--- src/rtl/cpu_run_ctl.sv ---
// Run/step/halt controller for the nic8 CPU: produces the CPU clock enable,
// stops at instruction boundaries, and gives a debug/DMA port the RAM while halted.
module cpu_run_ctl #(
  parameter bit RUN_ON_RESET = 1'b1
) (
  input  logic       clk,
  input  logic       reset,
  input  logic       run_req,
  input  logic       step_req,
  input  logic       halt_req,
  input  logic       bp_en,
  input  logic [7:0] bp_addr,
  input  logic [7:0] pc,
  input  logic       ir_load,
  input  logic       cpu_we,
  input  logic [7:0] cpu_addr,
  input  logic [7:0] cpu_wdata,
  input  logic       dma_req,
  input  logic       dma_we,
  input  logic [7:0] dma_addr,
  input  logic [7:0] dma_wdata,
  input  logic [7:0] ram_rdata,
  output logic       cpu_en,
  output logic       mem_sel,
  output logic       mem_we,
  output logic [7:0] mem_addr,
  output logic [7:0] mem_wdata,
  output logic       dma_ack,
  output logic [7:0] dma_rdata,
  output logic       halted,
  output logic       bp_hit,
  output logic [15:0] instr_count
);

  typedef enum logic [1:0] {
    ST_HALT = 2'd0,
    ST_RUN  = 2'd1,
    ST_STEP = 2'd2,
    ST_DMA  = 2'd3
  } state_t;

  localparam state_t RESET_STATE = RUN_ON_RESET ? ST_RUN : ST_HALT;

  state_t      state_q, state_d;
  logic        first_q, first_d;
  logic        halt_pend_q, halt_pend_d;
  logic        bp_hit_q, bp_hit_d;
  logic [15:0] instr_count_q, instr_count_d;
  logic [7:0]  dma_rdata_q, dma_rdata_d;

  logic active;
  logic bp_match;
  logic step_end;
  logic stop;
  logic fetch;

  // first masks the breakpoint and step-end terms so the fetch a run or step
  // resumes at is always allowed through.
  always_comb begin
    active   = (state_q == ST_RUN) || (state_q == ST_STEP);
    bp_match = !first_q && bp_en && (pc == bp_addr);
    step_end = (state_q == ST_STEP) && !first_q;
    stop     = ir_load && (halt_pend_q || bp_match || step_end);
    cpu_en   = active && !stop;
    fetch    = ir_load && cpu_en;
  end

  always_comb begin
    state_d       = state_q;
    first_d       = first_q;
    halt_pend_d   = halt_pend_q;
    bp_hit_d      = bp_hit_q;
    dma_rdata_d   = dma_rdata_q;
    instr_count_d = fetch ? instr_count_q + 16'd1 : instr_count_q;

    case (state_q)
      ST_HALT: begin
        if (dma_req) begin
          state_d = ST_DMA;
        end else if (step_req) begin
          state_d  = ST_STEP;
          first_d  = 1'b1;
          bp_hit_d = 1'b0;
        end else if (run_req) begin
          state_d  = ST_RUN;
          first_d  = 1'b1;
          bp_hit_d = 1'b0;
        end
      end
      ST_RUN, ST_STEP: begin
        // A halt request landing on the stopping fetch itself is dropped.
        if (stop) begin
          state_d     = ST_HALT;
          halt_pend_d = 1'b0;
          if (bp_match) begin
            bp_hit_d = 1'b1;
          end
        end else begin
          if (halt_req) begin
            halt_pend_d = 1'b1;
          end
          if (fetch) begin
            first_d = 1'b0;
          end
        end
      end
      ST_DMA: begin
        state_d     = ST_HALT;
        dma_rdata_d = ram_rdata;
      end
      default: begin
        state_d = ST_HALT;
      end
    endcase
  end

  always_ff @(posedge clk) begin
    if (!reset) begin
      state_q       <= RESET_STATE;
      first_q       <= 1'b1;
      halt_pend_q   <= 1'b0;
      bp_hit_q      <= 1'b0;
      instr_count_q <= 16'h0000;
      dma_rdata_q   <= 8'h00;
    end else begin
      state_q       <= state_d;
      first_q       <= first_d;
      halt_pend_q   <= halt_pend_d;
      bp_hit_q      <= bp_hit_d;
      instr_count_q <= instr_count_d;
      dma_rdata_q   <= dma_rdata_d;
    end
  end

  always_comb begin
    mem_sel = (state_q == ST_DMA);
    dma_ack = mem_sel;
    if (mem_sel) begin
      mem_addr  = dma_addr;
      mem_wdata = dma_wdata;
      mem_we    = dma_we;
    end else begin
      mem_addr  = cpu_addr;
      mem_wdata = cpu_wdata;
      mem_we    = cpu_we && cpu_en;
    end
  end

  assign halted      = (state_q == ST_HALT);
  assign bp_hit      = bp_hit_q;
  assign instr_count = instr_count_q;
  assign dma_rdata   = dma_rdata_q;

endmodule

--- config.mk ---
export PLATFORM = sky130hd
export DESIGN_NAME = cpu_run_ctl
export DESIGN_NICKNAME = d
export VERILOG_FILES = /design/src/rtl/cpu_run_ctl.sv
export SDC_FILE = /design/constraint.sdc
export NUM_CORES = 1
export LEC_CHECK = 0
export CORE_UTILIZATION = 30
export CTS_CLUSTER_SIZE = 14
export DETAILED_ROUTE_END_ITERATION = 8
export MAX_ROUTING_LAYER = met4
export PLACE_DENSITY = 0.77
export SLEW_MARGIN = 40
export SYNTH_ARGS = -nofsm -noshare
export SYNTH_HDL_FRONTEND = slang
export SYNTH_SLANG_ARGS = --single-unit
--- constraint.sdc ---
create_clock -name clk -period 1.7 [get_ports clk]
set_input_delay 0.34 -clock clk [delete_from_list [all_inputs] [get_ports clk]]
set_output_delay 0.34 -clock clk [all_outputs]
set_load 0.01 [all_outputs]
Word-level counts from Yosys, hierarchy flattened
Cells that the tools add are included.
{ "classes": {"n_addsub": 1, "multipliers": 0, "div": 0, "magnitude_cmp": 0, "n_eq_ne": 11, "n_shift": 0, "n_mux": 22, "n_bitwise": 0, "n_reduce_logical": 20} }
{ "ops": {"columns": ["op", "n"], "rows": [
  ["$add A16 B1 Y16 const B", 1],
  ["$mux W8", 2],
  ["$mux W1", 13],
  ["$ne A2 B2 Y1 const B", 5],
  ["$reduce_and A5 Y1", 2],
  ["$eq A8 B8 Y1", 1],
  ["$mux W2", 4],
  ["$logic_and A1 B1 Y1", 7],
  ["$pmux W2 S3", 1],
  ["$eq A2 B2 Y1 const B", 2],
  ["$ne A4 B4 Y1 const B", 1],
  ["$pmux W1 S2", 2],
  ["$reduce_and A2 Y1", 2],
  ["$reduce_bool A2 Y1", 2],
  ["$logic_or A1 B1 Y1", 3],
  ["$ne A3 B3 Y1 const B", 1],
  ["$eq A2 B1 Y1 const B", 1],
  ["$logic_not A1 Y1", 2],
  ["$logic_not A2 Y1", 1],
  ["$reduce_or A2 Y1", 1]
]} }
{ "word_totals": {"ff_bits": 29, "latch_bits": 0, "ram_bits": 0, "rom_bits": 0, "word_cells": 60, "memories": 0} }

Longest topological paths before layout
{ "logic_depth": {"word_depth": 12, "mapped_depth": 8} }

Worst setup path before layout
No wires, ideal clock.
{ "synth_timing": {"kind": "reg2out", "from": "reg state_q[1]", "to": "out mem_addr[0]", "t_arrival_ns": 1.621, "setup_slack_ns": -0.261, "stages_incl_launch_ff": 5, "n_path_buf": 2, "cell_sequence": "dfxtp_1 -> ha_1 -> clkbuf_1 -> buf_1 -> mux2_2"} }
{ "synth_via": {"elab_chain_cells": 2} }
{ "synth_rtl": {"columns": ["item", "line_no", "rtl"], "rows": [
  ["from (decl)", "44", "state_t state_q, state_d;"],
  ["from (signal assigned)", "126", "state_q <= state_d;"],
  ["$eq A2 B2 Y1", "136", "mem_sel = (state_q == ST_DMA);"],
  ["named net dma_ack", "28", "output logic dma_ack,"],
  ["$mux W8", "138", "if (mem_sel) begin"],
  ["to (decl)", "26", "output logic [7:0] mem_addr,"]
]} }
The timed path passes the listed nets, and every way through them passes these cells.

Worst setup path after layout
{ "layout_timing": {"from": "reg state_q[1]", "to": "reg instr_count_q[9] (netlist: instr_count[9])"} }
{ "layout_rtl": {"columns": ["item", "line_no", "rtl"], "rows": [
  ["$eq A2 B1 Y1 / $eq A2 B2 Y1 (equally long branches)", "60", "active = (state_q == ST_RUN) || (state_q == ST_STEP);"],
  ["$logic_or A1 B1 Y1 (*)", "60", null],
  ["named net active", "51", "logic active;"],
  ["$logic_and A1 B1 Y1 (*)", "64", "cpu_en = active && !stop;"],
  ["$logic_and A1 B1 Y1 (*)", "65", "fetch = ir_load && cpu_en;"],
  ["to (signal assigned)", "130", "instr_count_q <= instr_count_d;"],
  ["to (decl)", "48", "logic [15:0] instr_count_q, instr_count_d;"]
]} }
The timed path passes the listed nets; every way through them passes the cells marked *.
A chain may end at the register's enable or synchronous reset.

==> impl_results.md <==
- Layout area overhead: 106.4%
- TritonCTS buffer count: 5
- First-pass GRT wire length: 9315 µm
- CTS tree: built
- Synth area leader: dfxtp_1
- Max cap viols: 0
- Final Max Tran Viols: 0
- Clock Tree Buf Depth: 2
- LEAKAGE: 1.432 nW
- Multi-input logic area: 1285 µm²
- Critical path type: flop to flop
- Endpoint class of the critical path: flop
- Final period util: 1.187
- Fmax: 0.4954 GHz
- DRT iter0 DRCs: 83
- Synth Area per Inst: 9.003 µm²
- Final worst slack: -0.3186 ns
- Detailed Routing Iterations Pass 1: 4
- Worst hold path class: flop to flop
- FFs w/ async S/R, synth: 0
- Peak supply drop: 433.3 µV
- Synth top cells by count: dfxtp_1 (29), a21oi_1 (16), mux2_2 (16)
- Post-Route Skew: 0.002372 ns
- Arr. time, crit path: 2.22 ns
- Failing checks: negative setup slack
- Chip width: 78.31 µm
- Hold endpoint: dma_rdata[5]$_SDFFE_PN0P_
- Largest net degree at the start of global routing: 28
- FILL cells: 475
- RSZ-0062 raised after global routing: yes
- Worst-path fanout max: 5
- ANT nets after route: 0
- Share of cells above drive strength 1: 0.4040
- Die Span Y: 78.31 µm
- Max_slew headroom: 0.7915
- Post-Syn Area: 1747 µm²
- Via count: 2,048
- IO Pins: 112
- Final setup vio count: 34
- Clock-pin slew on the worst setup and hold paths: 0.06 ns
- # rows: 27
- Die ar.: 6132 µm²
- Placer Congestion: 0.7390
- Final Hold Viols: 0
- Antenna diode count: 0
- Reg2Reg Depth: 9
- Beginning of the worst hold path: dma_rdata[5]$_SDFFE_PN0P_
- Number of global-route vias before repair: 1,940
- Final Util: 0.6469
- Final worst path period need: 2.019 ns
- Total Wirelength: 6388 µm
- Reg2reg setup slack: -0.32 ns
- H-tree depth: 2
- Most common cell in the synthesized netlist: dfxtp_1
- Gr ovfl total: 0
- Warnings from Yosys: 0
- Hold-fix buffers, CTS: 0
- Top-area cell type share of the netlist area: 0.3324
- Ys flop type: dfxtp_1
- Worst Hold Depth: 2
- Reg-to-reg critical path startpoint: state_q[1]$_SDFFE_PN0P_
- Final HPWL DP: 4426 µm
- Slew @ Worst Pin: 0.3096 ns
- Starting Density: 0.3134
- Syn Nets: 264
- Post-synth EDFFs: 0
- Final #Nets: 418
- Critical Path RT: 1.90 ns
- IO Port Bufs: 111
- Critical Path Start Type: flop
- Total track usage: 0.2023
- Root buffer cell: clkbuf_8
- Clock latency on the worst-skew pair: 0.28 ns
- Reg-to-Reg End: instr_count[9]$_SDFFE_PN0P_
- Routed len/inst: 15.17 µm
- Flops & latches, synth: 29
- Outcome: finished with violations
- Synthesized instance count: 194
- Core ar.: 5574 µm²
- WHS: 0.5018 ns
- Sequential Area: 584.3 µm²
- Synth area leaders: dfxtp_1 (33%), mux2_2 (10%), mux2i_1 (5.2%)
- Sequential element share of the synthesized area: 0.3324
- Initial antenna violation count: 0
- Clock Sinks: 29
- Vias/cell: 4.865
- # DRC: 0
- Power density cells: 734.8 nW/µm²
- Synth cell types: 44
-- registers in the layout, indices dropped and copies added, names as in the netlist --
signal	flops
dma_rdata	8
instr_count	16
state_q	2
first_q	1
bp_hit	1
halt_pend_q	1
-- worst max path at each step --
stage	from	to	slack, ns	depth (start not counted)
2_1_floorplan	state_q[1]$_SDFFE_PN0P_	instr_count[7]$_SDFFE_PN0P_	-0.05	8
3_3_place_gp	pc[6]	mem_we	-0.84	7
3_5_place_dp	pc[4]	mem_we	-0.86	7
4_1_cts	state_q[1]$_SDFFE_PN0P_	instr_count[14]$_SDFFE_PN0P_	-0.25	9
5_1_grt	state_q[0]$_SDFFE_PN1P_	instr_count[9]$_SDFFE_PN0P_	-0.39	9
6_report	state_q[1]$_SDFFE_PN0P_	instr_count[9]$_SDFFE_PN0P_	-0.32	9
-- worst max-delay path: stages, from the launching register on --
cell and delay [ns]:
dfxtp_2 0.36, buf_6 0.10, inv_2 0.03, ha_4 0.26
buf_6 0.09, and2_4 0.14, and4_4 0.29, nand2_2 0.07
or4_1 0.42, a21oi_1 0.17
-- timing repair --
item / 4_1_cts / 5_1_grt
pin swaps: 26 / 19
setup buffers: 7 / 7
gates cloned: 0 / 1
setup endpoints to repair: 39 / 38
resized for setup: 155 / 40
-- cells in the final DEF, fill, tap and decap left out, types with 4 or more instances in the layout --
cell type / n
xnor2_1: 7
or4_1: 5
a21oi_1: 7
dfxtp_1: 26
clkdlybuf4s15_1: 11
a21oi_2: 9
mux2_4: 12
buf_6: 26
buf_2: 4
clkbuf_2: 4
clkbuf_8: 5
clkdlybuf4s50_1: 73
o21ai_0: 10
o31ai_1: 7
nor2_1: 11
buf_4: 32
mux2i_1: 9
nand3_1: 6
nand2_1: 6
mux2_2: 4
or3_1: 4
nand2_2: 4
-- power breakdown --
group,leakage (nW),internal [mW],switching (mW)
Clock,0.0395,0.290,0.257
Sequential,0.235,0.741,0.0416
Combinational,1.16,0.801,0.519
-- logic make-up after synthesis --
logic type	synth area share
fa+ha+maj	0.02865
buf+inv	0.05802
compound gates	0.1490
mux	0.1547
simple gates	0.2371
xor+xnor	0.04012
flops	0.3324
-- layer usage --
metal  track usage  wire length [µm]  share of wire
met1        0.2473              2819           0.44
met3       0.03372               216          0.034
met5             -                 0              0
met4       0.07963                85          0.013
met2        0.3316              3267           0.51
-- through the flow --
stage          power (mW)  cells  setup WS [ns]  setup TNS, ns  cell area [µm²]
2_1_floorplan       1.320    194       -0.04961        -0.3844             1780
6_report            2.649    421        -0.3186         -6.572             3606
3_3_place_gp        1.888    399        -0.8391         -11.31             3162
4_1_cts             2.574    414        -0.2504         -6.081             3422
5_1_grt             2.802    421        -0.3933         -8.731             3606
3_5_place_dp        1.903    399        -0.8647         -12.59             3162
-- area by class of cell --
cell class	instances	area share
Clock buffer	8	0.02221
Inverter	6	0.006246
Multi-Input combinational cell	148	0.3563
Sequential cell	29	0.1620
Tap cell	72	0.02498
Timing Repair Buffer	158	0.4282
Power figures use the tool's default switching activity.
